[src/rtl/fetch_stage_queue.sv]
// rtl/fetch_stage_queue.sv - instruction fetch PC plus small FIFO toward decode
// Fetched words are queued with their PC+4 and drained through a valid/ready handshake.
module fetch_stage_queue #(
    parameter int          DEPTH    = 2,
    parameter logic [31:0] RESET_PC = 32'h0000_0000
) (
    input  logic                     clk,
    input  logic                     rst,
    output logic [31:0]              imem_addr,
    input  logic [31:0]              imem_instr,
    input  logic                     branch_taken,
    input  logic [31:0]              branch_addr,
    output logic                     out_valid,
    input  logic                     out_ready,
    output logic [31:0]              out_instr,
    output logic [31:0]              out_pc,
    output logic [$clog2(DEPTH):0]   fifo_count
);

    localparam int PW = $clog2(DEPTH);
    localparam int CW = PW + 1;

    logic [31:0]   pc_q, pc_d;
    logic [CW-1:0] count_q, count_d;
    logic [PW-1:0] head_q, head_d;
    logic [PW-1:0] tail_q, tail_d;
    logic [31:0]   instr_q [DEPTH];
    logic [31:0]   link_q  [DEPTH];

    logic        pop;
    logic        push;
    logic [31:0] pc_plus4;
    logic        unused_addr_bits;

    assign unused_addr_bits = ^branch_addr[1:0];
    assign pc_plus4         = pc_q + 32'd4;

    assign pop  = (count_q != '0) & out_ready;
    assign push = !branch_taken & ((count_q < CW'(DEPTH)) | pop);

    always_comb begin
        pc_d    = pc_q;
        count_d = count_q;
        head_d  = head_q;
        tail_d  = tail_q;
        if (branch_taken) begin
            pc_d    = {branch_addr[31:2], 2'b00};
            count_d = '0;
            head_d  = '0;
            tail_d  = '0;
        end else begin
            if (push) begin
                pc_d   = pc_plus4;
                tail_d = tail_q + PW'(1);
            end
            if (pop) begin
                head_d = head_q + PW'(1);
            end
            count_d = count_q + CW'(push) - CW'(pop);
        end
    end

    always_ff @(posedge clk) begin
        if (rst) begin
            pc_q    <= RESET_PC;
            count_q <= '0;
            head_q  <= '0;
            tail_q  <= '0;
        end else begin
            pc_q    <= pc_d;
            count_q <= count_d;
            head_q  <= head_d;
            tail_q  <= tail_d;
        end
    end

    // When full with a pop, tail equals head: the old head leaves as the new word lands.
    always_ff @(posedge clk) begin
        if (rst) begin
            for (int i = 0; i < DEPTH; i++) begin
                instr_q[i] <= '0;
                link_q[i]  <= '0;
            end
        end else if (push) begin
            instr_q[tail_q] <= imem_instr;
            link_q[tail_q]  <= pc_plus4;
        end
    end

    assign imem_addr  = pc_q;
    assign out_valid  = (count_q != '0);
    assign out_instr  = instr_q[head_q];
    assign out_pc     = link_q[head_q];
    assign fifo_count = count_q;

endmodule

[config.mk]
export PLATFORM = sky130hd
export DESIGN_NAME = fetch_stage_queue
export DESIGN_NICKNAME = d
export VERILOG_FILES = /design/src/rtl/fetch_stage_queue.sv
export SDC_FILE = /design/constraint.sdc
export NUM_CORES = 1
export LEC_CHECK = 0
export CAP_MARGIN = 20
export CELL_PAD_IN_SITES_DETAIL_PLACEMENT = 2
export CELL_PAD_IN_SITES_GLOBAL_PLACEMENT = 2
export CORE_MARGIN = 5
export CORE_UTILIZATION = 33
export DETAILED_ROUTE_END_ITERATION = 12
export PLACE_DENSITY = 0.87
export SKIP_CTS_REPAIR_TIMING = 1
export SLEW_MARGIN = 25
export SYNTH_ARGS = -nofsm -noshare
export SYNTH_HDL_FRONTEND = slang
export SYNTH_SLANG_ARGS = --single-unit
[constraint.sdc]
create_clock -name clk -period 5.75 [get_ports clk]
set_input_delay 1.15 -clock clk [delete_from_list [all_inputs] [get_ports clk]]
set_output_delay 1.15 -clock clk [all_outputs]
set_load 0.02 [all_outputs]
==> metrics, run 1 <==
outcome=finished clean; max cap viols=0; Post-Syn Instances=671; Simple-Gate Fraction of Synth Area=0.184; largest net degree at the start of global routing=63; ys flop type=edfxtp_1; row count=56; Synth Area in Adders=0.00484; Slew HR=0.342; Req. time, crit path=4.60 ns; clk root buf=clkbuf_16; final core occ=0.438; io pins=167; height of the die=163 µm; Starting DRT DRC Count=232; Synth Area per Inst=11.6 µm²; fill cell count=2410; largest family of logic cells by synthesized area=simple AND/OR/NAND/NOR gates; number of flops mapped to enable cells by yosys=124; cts bufs inserted=17; Die X=163 µm; Flop pwr share=0.477; hold path startpoint=head_q$_SDFFE_PP0P_; Final Max Slew Viols=0; commonest non-fill, non-tap cell in the layout=clkdlybuf4s50_1; most frequent cells in the layout=clkdlybuf4s50_1 (160), edfxtp_1 (124), and2_1 (72); final setup vio count=0; ANT nets after route=0; worst-case clock buffer depth=2; area post-placement=9660 µm²; area of the core=23300 µm²; sequential share of the synthesized area=0.570; final net count=881; setup total negative slack=0 ns; Critical Path AT=2.41 ns; synth top area cells=edfxtp_1 (48%), dfxtp_1 (9.0%), mux2_2 (9.0%); CTS Sinks=159; net load switching power=0.758 mW; Setup CP Type=reg -> out; Tmin final=3.56 ns; Sw Share=0.264; TritonCTS clock tree=built; Yosys reg bits=159; RePlAce Congestion=0.735; ys async rst share=0; GR Util All Layers=0.182; vias in the first global route=6569; Yosys cell types=52; startpoint types=flip-flop; CTS clk-pin slew, worst paths=0.06 ns; worst min path class=reg -> reg; share of the synthesized area in the top cell type=0.480; area grow syn2layout=31.9%; CTS HTree Levels=4; Pre-antenna DRT Iters=4; vias per inst=5.21; RSZ-0062 raised after global routing=false; Synth Area in Compound Gates=0.0819; CP max stage delay=0.97 ns; Detailed Place HPWL=16.0 mm; Port Buffers=160; crit end category=output port; Die Area=26700 µm²; Logic pwr share=0.142; Yosys warnings=0; Post-Synth XOR/XNOR Area=0.0305; global-route wire length before repair=37.5 mm; crit path cell chain=mux2_2 > clkdlybuf4s50_1; Fin Clk Skew=0.0195 ns; total gr overflow=0; Max Clock Freq=281 MHz; drt total wl=24.0 mm; internal power=2.12 mW; clock latency on the worst-skew pair=0.43 ns; Critical Path Fanout Max=62; Peak VDD IR=0.232 mV; # diodes=0; DR vias=5949; static leakage=3.50 nW; Avg WL per Cell=21.1 µm; initial antenna violation count=0; Cell Area, Synth=7760 µm²; worst reg2reg startpoint=imem_addr[6]$_SDFFE_PP0P_; Crit-path slowest cell=dfxtp_4; clock share of power=0.380; DRC Markers=0; pwr/cell area=281 nW/µm²; Final Cycle Share=0.620; worst slew pin tran=0.987 ns; Worst path top cell family by delay=flip-flops; share of cells above drive strength 1=0.141; initial core utilization=0.332; cell taking the most area after synthesis=edfxtp_1; WP buf/inv=1; mux contribution to synthesized area=0.0926; Final Hold Fails=0; post-route cell area=10200 µm²
final timing paths:
path	end	depth (start not counted)	slack, ns
hold reg to reg	flip-flop	2	0.52
setup / recovery	out_pc[12]	2	2.19
hold / removal	flip-flop	2	0.52
setup reg to reg	link_q[0][31]$_SDFFCE_PN0P_	4	2.45
through the flow:
step	hold slack, ns	instances	power [mW]	setup WS [ns]
4_1_cts	0.528	1142	2.91	2.09
6_report	0.524	1142	2.87	2.19
3_3_place_gp	0.494	1110	1.79	1.83
3_5_place_dp	0.512	1110	1.81	1.78
2_1_floorplan	0.481	674	1.59	0.543
5_1_grt	0.571	1142	2.99	2.06
worst register-to-register path: stages, from the launching register on:
cell,delay (ns)
dfxtp_1,0.51
nand3_1,0.60
or4_1,1.01
nor4_1,0.73
mux2i_1,0.17
final cells by class:
class                      count  area (µm²)  share of cell area
sequential                   159        4430               0.433
multi-input combinational    450        3110               0.304
timing repair buffer         170        1690               0.165
clock buffer                  17         425              0.0416
tap                          319         399              0.0390
clock inverter                15         135              0.0132
inverter                      12        45.0             0.00440
power by group through the flow:
stage	clock network (mW)	logic, mW	registers (mW)
after floorplan	0	0.204	1.39
after global placement	0	0.404	1.39
after detailed placement	0	0.415	1.40
after CTS	1.12	0.418	1.37
after global routing	1.17	0.439	1.38
final	1.09	0.409	1.37
state kept, by name, indices dropped and copies added (netlist names), named ones only:
name / cells
tail_q: 1
link_q: 60
instr_q: 64
head_q: 1
fifo_count: 2
imem_addr: 30
cell usage after synthesis, types with 9 or more instances:
cell type and n:
edfxtp_1 124, and2_1 72, nor2_1 64, mux2_2 62
clkbuf_1 39, dfxtp_1 35, a21oi_1 29, nand2_1 25
xnor2_1 19, o31ai_1 17, nand3_1 16, a311oi_1 15
nand4_1 14, or4_1 14, inv_1 12, nor4_1 11
a211oi_1 9, nor3_1 9, o21ai_0 9
metal layers:
| metal | vias to the layer above | GRT usage | part of all wire |
|---|---|---|---|
| met2 | 159 | 0.327 | 0.51 |
| met5 | - | 0 | 0 |
| met1 | 3013 | 0.223 | 0.43 |
| met3 | 29 | 0.0326 | 0.044 |
| met4 | 0 | 0.0534 | 0.017 |
| li1 | 2748 | - | - |
cell families after synthesis:
group | count (synthesis)
flops | 159
fa+ha+maj | 3
buf+inv | 65
other cells | 1
compound gates | 93
simple gates | 259
xor+xnor | 27
mux | 64
Note: power is estimated with default switching activity, not from simulation.
==> run 2: changes to the inputs <==
CORE_UTILIZATION = 30   (was 33)
PLACE_DENSITY = 0.84   (was 0.87)
clock period = 3.1 ns   (was 5.75 ns; I/O delays follow)
==> metrics, run 2 (synthesized netlist as in run 1, its figures left out) <==
met3 GRT Util=0.0388 (+0.00627); ANT nets after route=0 (unchanged); io pins=167 (unchanged); Die X=171 µm (+4.6%); setup total negative slack=0 ns (unchanged); final net count=901 (+2.3%); RePlAce Congestion=0.716 (-2.6%); CTS clk-pin slew, worst paths=0.07 ns (about the same); DR vias=6080 (+2.2%); max reg flops=64 (unchanged); worst-case clock buffer depth=2 (unchanged); share of cells above drive strength 1=0.155 (+0.0144); CP max stage delay=0.78 ns (-0.19 ns); DRC Markers=0 (unchanged); Top Usage Layer GRT=met2; Req. time, crit path=3.24 ns (-1.36 ns); final hold slack=0.524 ns (+0.000278 ns); Setup CP Type=reg -> reg; Non-Filler Instances=1173 (+2.7%); TritonCTS clock tree=built; Fin Clk Skew=0.0208 ns (+0.00131 ns); Pre-antenna DRT Iters=4 (unchanged); # diodes=0 (unchanged); Crit-path slowest cell=nor4_1; max cap viols=0 (unchanged); Tmin final=2.76 ns; worst slew pin tran=0.800 ns (-0.187 ns); clk root buf=clkbuf_16; GR Util All Layers=0.172 (-0.00960); pwr/cell area=510 nW/µm² (+82%); largest net degree at the start of global routing=51 (-19%); RSZ-0062 raised after global routing=false; most flop-heavy register=instr_q; met2 Use GR=0.305 (-0.0220); worst min path class=reg -> reg; Critical Path AT=2.90 ns (+0.49 ns); clock latency on the worst-skew pair=0.42 ns (about the same); height of the die=171 µm (+4.6%); Max Clock Freq=362 MHz; most frequent cells in the layout=clkdlybuf4s50_1 (160), edfxtp_1 (124), and2_1 (72); crit path cell chain=nand4_4 > or4_1 > nor4_1 > mux2i_1; row count=58 (+3.6%); vias in the first global route=6662 (+1.4%); Critical Path Fanout Max=10 (-84%); Port Buffers=160 (unchanged); drt total wl=25.2 mm (+4.7%); routing usage on met1=0.216 (-0.00731); Final Hold Fails=0 (unchanged); outcome=finished clean; startpoint types=flip-flop; area of the core=25300 µm² (+8.5%); Avg WL per Cell=21.5 µm (+1.9%); area grow syn2layout=34.5%; Starting DRT DRC Count=244 (+5.2%); Die Area=29200 µm² (+9.4%); static leakage=3.60 nW (+2.8%); total gr overflow=0 (unchanged); Final Max Slew Viols=0 (unchanged); initial core utilization=0.306 (-0.0262); Slew HR=0.462 (+0.120); initial antenna violation count=0 (unchanged); CTS Sinks=159 (unchanged); Placed Instances=1141 (+2.8%); commonest non-fill, non-tap cell in the layout=clkdlybuf4s50_1; Final Cycle Share=0.891; vias per inst=5.18 (-0.50%); CTS HTree Levels=4 (unchanged); global-route wire length before repair=38.8 mm (+3.3%); Detailed Place HPWL=18.0 mm (+13%); Peak VDD IR=0.377 mV (+63%); final setup vio count=0 (unchanged); crit end category=flip-flop; cts bufs inserted=17 (unchanged)
## run 2: metrics by stage
stage               setup WS [ns]  utilization  cell area [µm²]  total power [mW]
floorplan                   0.388            -             7780              2.95
global placement            0.396        0.390             9890              3.36
detailed placement          0.268        0.390             9890              3.40
CTS                         0.362        0.412            10400              5.40
global route                0.274        0.412            10400              5.53
finish                      0.338        0.412            10400              5.32
## run 2: final timing paths
kind / startpoint / end / slack, ns / depth (start not counted)
max: imem_addr[5]$_SDFFE_PP0P_ / link_q[1][31]$_SDFFCE_PN0P_ / 0.34 / 4
max reg2reg: imem_addr[5]$_SDFFE_PP0P_ / link_q[1][31]$_SDFFCE_PN0P_ / 0.34 / 4
min reg2reg: head_q$_SDFFE_PP0P_ / head_q$_SDFFE_PP0P_ / 0.52 / 2
min: head_q$_SDFFE_PP0P_ / head_q$_SDFFE_PP0P_ / 0.52 / 2
## run 2: power by group
group	leakage (nW)	internal [mW]	switching, mW
clock network	0.248	1.11	0.878
logic	1.74	0.391	0.421
registers	1.61	2.44	0.0871
## run 2: worst max-delay path: cells and delay by family (launching register included)
| family | cells | cell delay [ns] |
|---|---|---|
| simple gates | 3 | 1.76 |
| flops | 1 | 0.55 |
| mux | 1 | 0.18 |
## run 2: final cells by class
cell class / instances / area (µm²)
fillers: 2637 / 14900
flip-flops and latches: 159 / 4430
repair buffers: 190 / 1900
clock inverters: 13 / 114
inverters: 12 / 45.0
well taps: 330 / 413
clock buffers: 19 / 433
multi-input cells: 450 / 3100
## run 2: layer usage
metal  part of all wire  wire length [µm]
met1               0.43             10800
met2               0.51             12700
met3              0.055              1390
met4             0.0089               223
met5                  0                 0
==> run 3: changes to the inputs <==
CELL_PAD_IN_SITES_DETAIL_PLACEMENT = 1   (was 2)
CELL_PAD_IN_SITES_GLOBAL_PLACEMENT = 1   (was 2)
CORE_UTILIZATION = 36   (was 30)
PLACE_DENSITY = 0.83   (was 0.84)
RECOVER_POWER = 25   (was not set)
==> metrics, run 3 (synthesized netlist as in run 1, its figures left out) <==
commonest non-fill, non-tap cell in the layout=clkdlybuf4s50_1; most frequent cells in the layout=clkdlybuf4s50_1 (159), edfxtp_1 (124), nor2_1 (64); pwr/cell area=530 nW/µm² (+3.9%); global-route wire length before repair=35.1 mm (-9.5%); startpoint types=flip-flop; Starting DRT DRC Count=404 (+66%); vias in the first global route=6348 (-4.7%); clk root buf=clkbuf_16; row count=53 (-8.6%); most flop-heavy register=instr_q; area grow syn2layout=33.8%; CTS Sinks=159 (unchanged); Sw Share=0.251 (-0.00988); DRC Markers=0 (unchanged); hold path startpoint=head_q$_SDFFE_PP0P_; io pins=167 (unchanged); static leakage=3.59 nW (-0.10%); # diodes=0 (unchanged); final net count=901 (unchanged); initial antenna violation count=0 (unchanged); worst slew pin tran=1.12 ns (+0.315 ns); Port Buffers=160 (unchanged); FF-to-FF setup slack=0.44 ns (+0.10 ns); Detailed Place HPWL=15.9 mm (-12%); crit end category=output port; total power=5.50 mW (+3.3%); Logic pwr share=0.145 (-0.008); CTS clk-pin slew, worst paths=0.06 ns (about the same); final setup vio count=0 (unchanged); Req. time, crit path=2.48 ns (-0.76 ns); outcome=finished clean; Max Clock Freq=351 MHz (-3.1%); Slew HR=0.256 (-0.205); Final Hold Fails=0 (unchanged); clock latency on the worst-skew pair=0.42 ns (about the same); area of the core=21100 µm² (-17%); min setup slack post-route=0.250 ns (-0.0873 ns); total gr overflow=0 (unchanged); worst min path class=reg -> reg; Avg WL per Cell=20.7 µm (-3.7%); clock share of power=0.396 (+0.023); share of cells above drive strength 1=0.153 (-0.00237); Peak VDD IR=0.299 mV (-21%); Critical Path Fanout Max=29 (+19); internal power=4.12 mW (+4.7%); Fin Clk Skew=0.0100 ns (-0.0108 ns); net load switching power=1.38 mW (-0.62%); final core occ=0.492 (+0.0801); initial core utilization=0.368 (+0.0616); GR Util All Layers=0.184 (+0.0121); RSZ-0062 raised after global routing=false; Hold Path Depth=2 (unchanged); height of the die=157 µm (-8.2%); Final Cycle Share=0.919 (+0.0282); ANT nets after route=0 (unchanged); RePlAce Congestion=0.818 (+14%); DR vias=6105 (+0.41%); Worst R2R End=imem_addr[30]$_SDFFE_PP0P_; final hold slack=0.525 ns (+0.000457 ns); largest net degree at the start of global routing=51 (unchanged); Setup CP Type=reg -> out; Die Area=24600 µm² (-16%); worst reg2reg startpoint=imem_addr[6]$_SDFFE_PP0P_; drt total wl=23.1 mm (-8.2%); worst-case clock buffer depth=2 (unchanged); dpl ws=0.373 ns (+0.105 ns); max cap viols=0 (unchanged); Critical Path AT=2.23 ns (-0.67 ns); fill cell count=2236 (-15%); worst-case reg-to-reg path depth=5 (+1); Pre-antenna DRT Iters=5 (+1); Die X=157 µm (-8.2%); Flop pwr share=0.459 (-0.016); Tmin final=2.85 ns (+0.0873 ns); cts bufs inserted=17 (unchanged); Final Max Slew Viols=0 (unchanged); TritonCTS clock tree=built; CTS HTree Levels=4 (unchanged); vias per inst=5.46 (+5.4%); setup total negative slack=0 ns (unchanged); max reg flops=64 (unchanged)
## run 3: cell count changes in the layout (fill, tap and decap cells not counted), moves of 4 or more
cell      delta
and2_1      -25
and2_0      +25
buf_4        -4
clkbuf_2     +4
## run 3: worst max-delay path: stages (launching register included)
cell and delay (ns):
dfxtp_2 0.57, buf_12 0.27, mux2_2 0.40, clkdlybuf4s50_1 0.55
## run 3: through the flow
| stage | std cells | cell area, µm² |
|---|---|---|
| floorplan | 674 | 7780 |
| global placement | 1086 | 9820 |
| detailed placement | 1086 | 9820 |
| CTS | 1118 | 10400 |
| global route | 1118 | 10400 |
| finish | 1118 | 10400 |
## run 3: routing by layer
layer | up-vias | global-route usage | part of all wire
li1 | 2803 | - | -
met1 | 3039 | 0.236 | 0.42
met2 | 237 | 0.316 | 0.50
met3 | 26 | 0.0409 | 0.070
met4 | 0 | 0.0496 | 0.014
met5 | - | 0 | 0
## run 3: how the worst max path moves through the flow
stage,startpoint,endpoint,cells after the start
2_1_floorplan,branch_taken,instr_q[0][0]$_SDFFCE_PN0P_,5
3_3_place_gp,out_ready,imem_addr[28]$_SDFFE_PP0P_,5
3_5_place_dp,out_ready,imem_addr[28]$_SDFFE_PP0P_,5
4_1_cts,flip-flop,out_pc[17],3
5_1_grt,flip-flop,out_pc[17],3
6_report,flip-flop,out_pc[17],3
## run 3: area by class of cell
cell class                 count  area, µm²  area share
tap                          275        344      0.0332
multi-input combinational    450       3100       0.298
inverter                      12       45.0     0.00434
clock inverter                12        160      0.0154
timing repair buffer         190       1860       0.179
clock buffer                  20        447      0.0430
sequential                   159       4430       0.427
## run 3: power groups by stage
stage	combinational, mW	sequential, mW	clock (mW)
2_1_floorplan	0.380	2.57	0
3_3_place_gp	0.790	2.56	0
3_5_place_dp	0.804	2.57	0
4_1_cts	0.813	2.53	2.21
5_1_grt	0.847	2.54	2.31
6_report	0.795	2.52	2.18
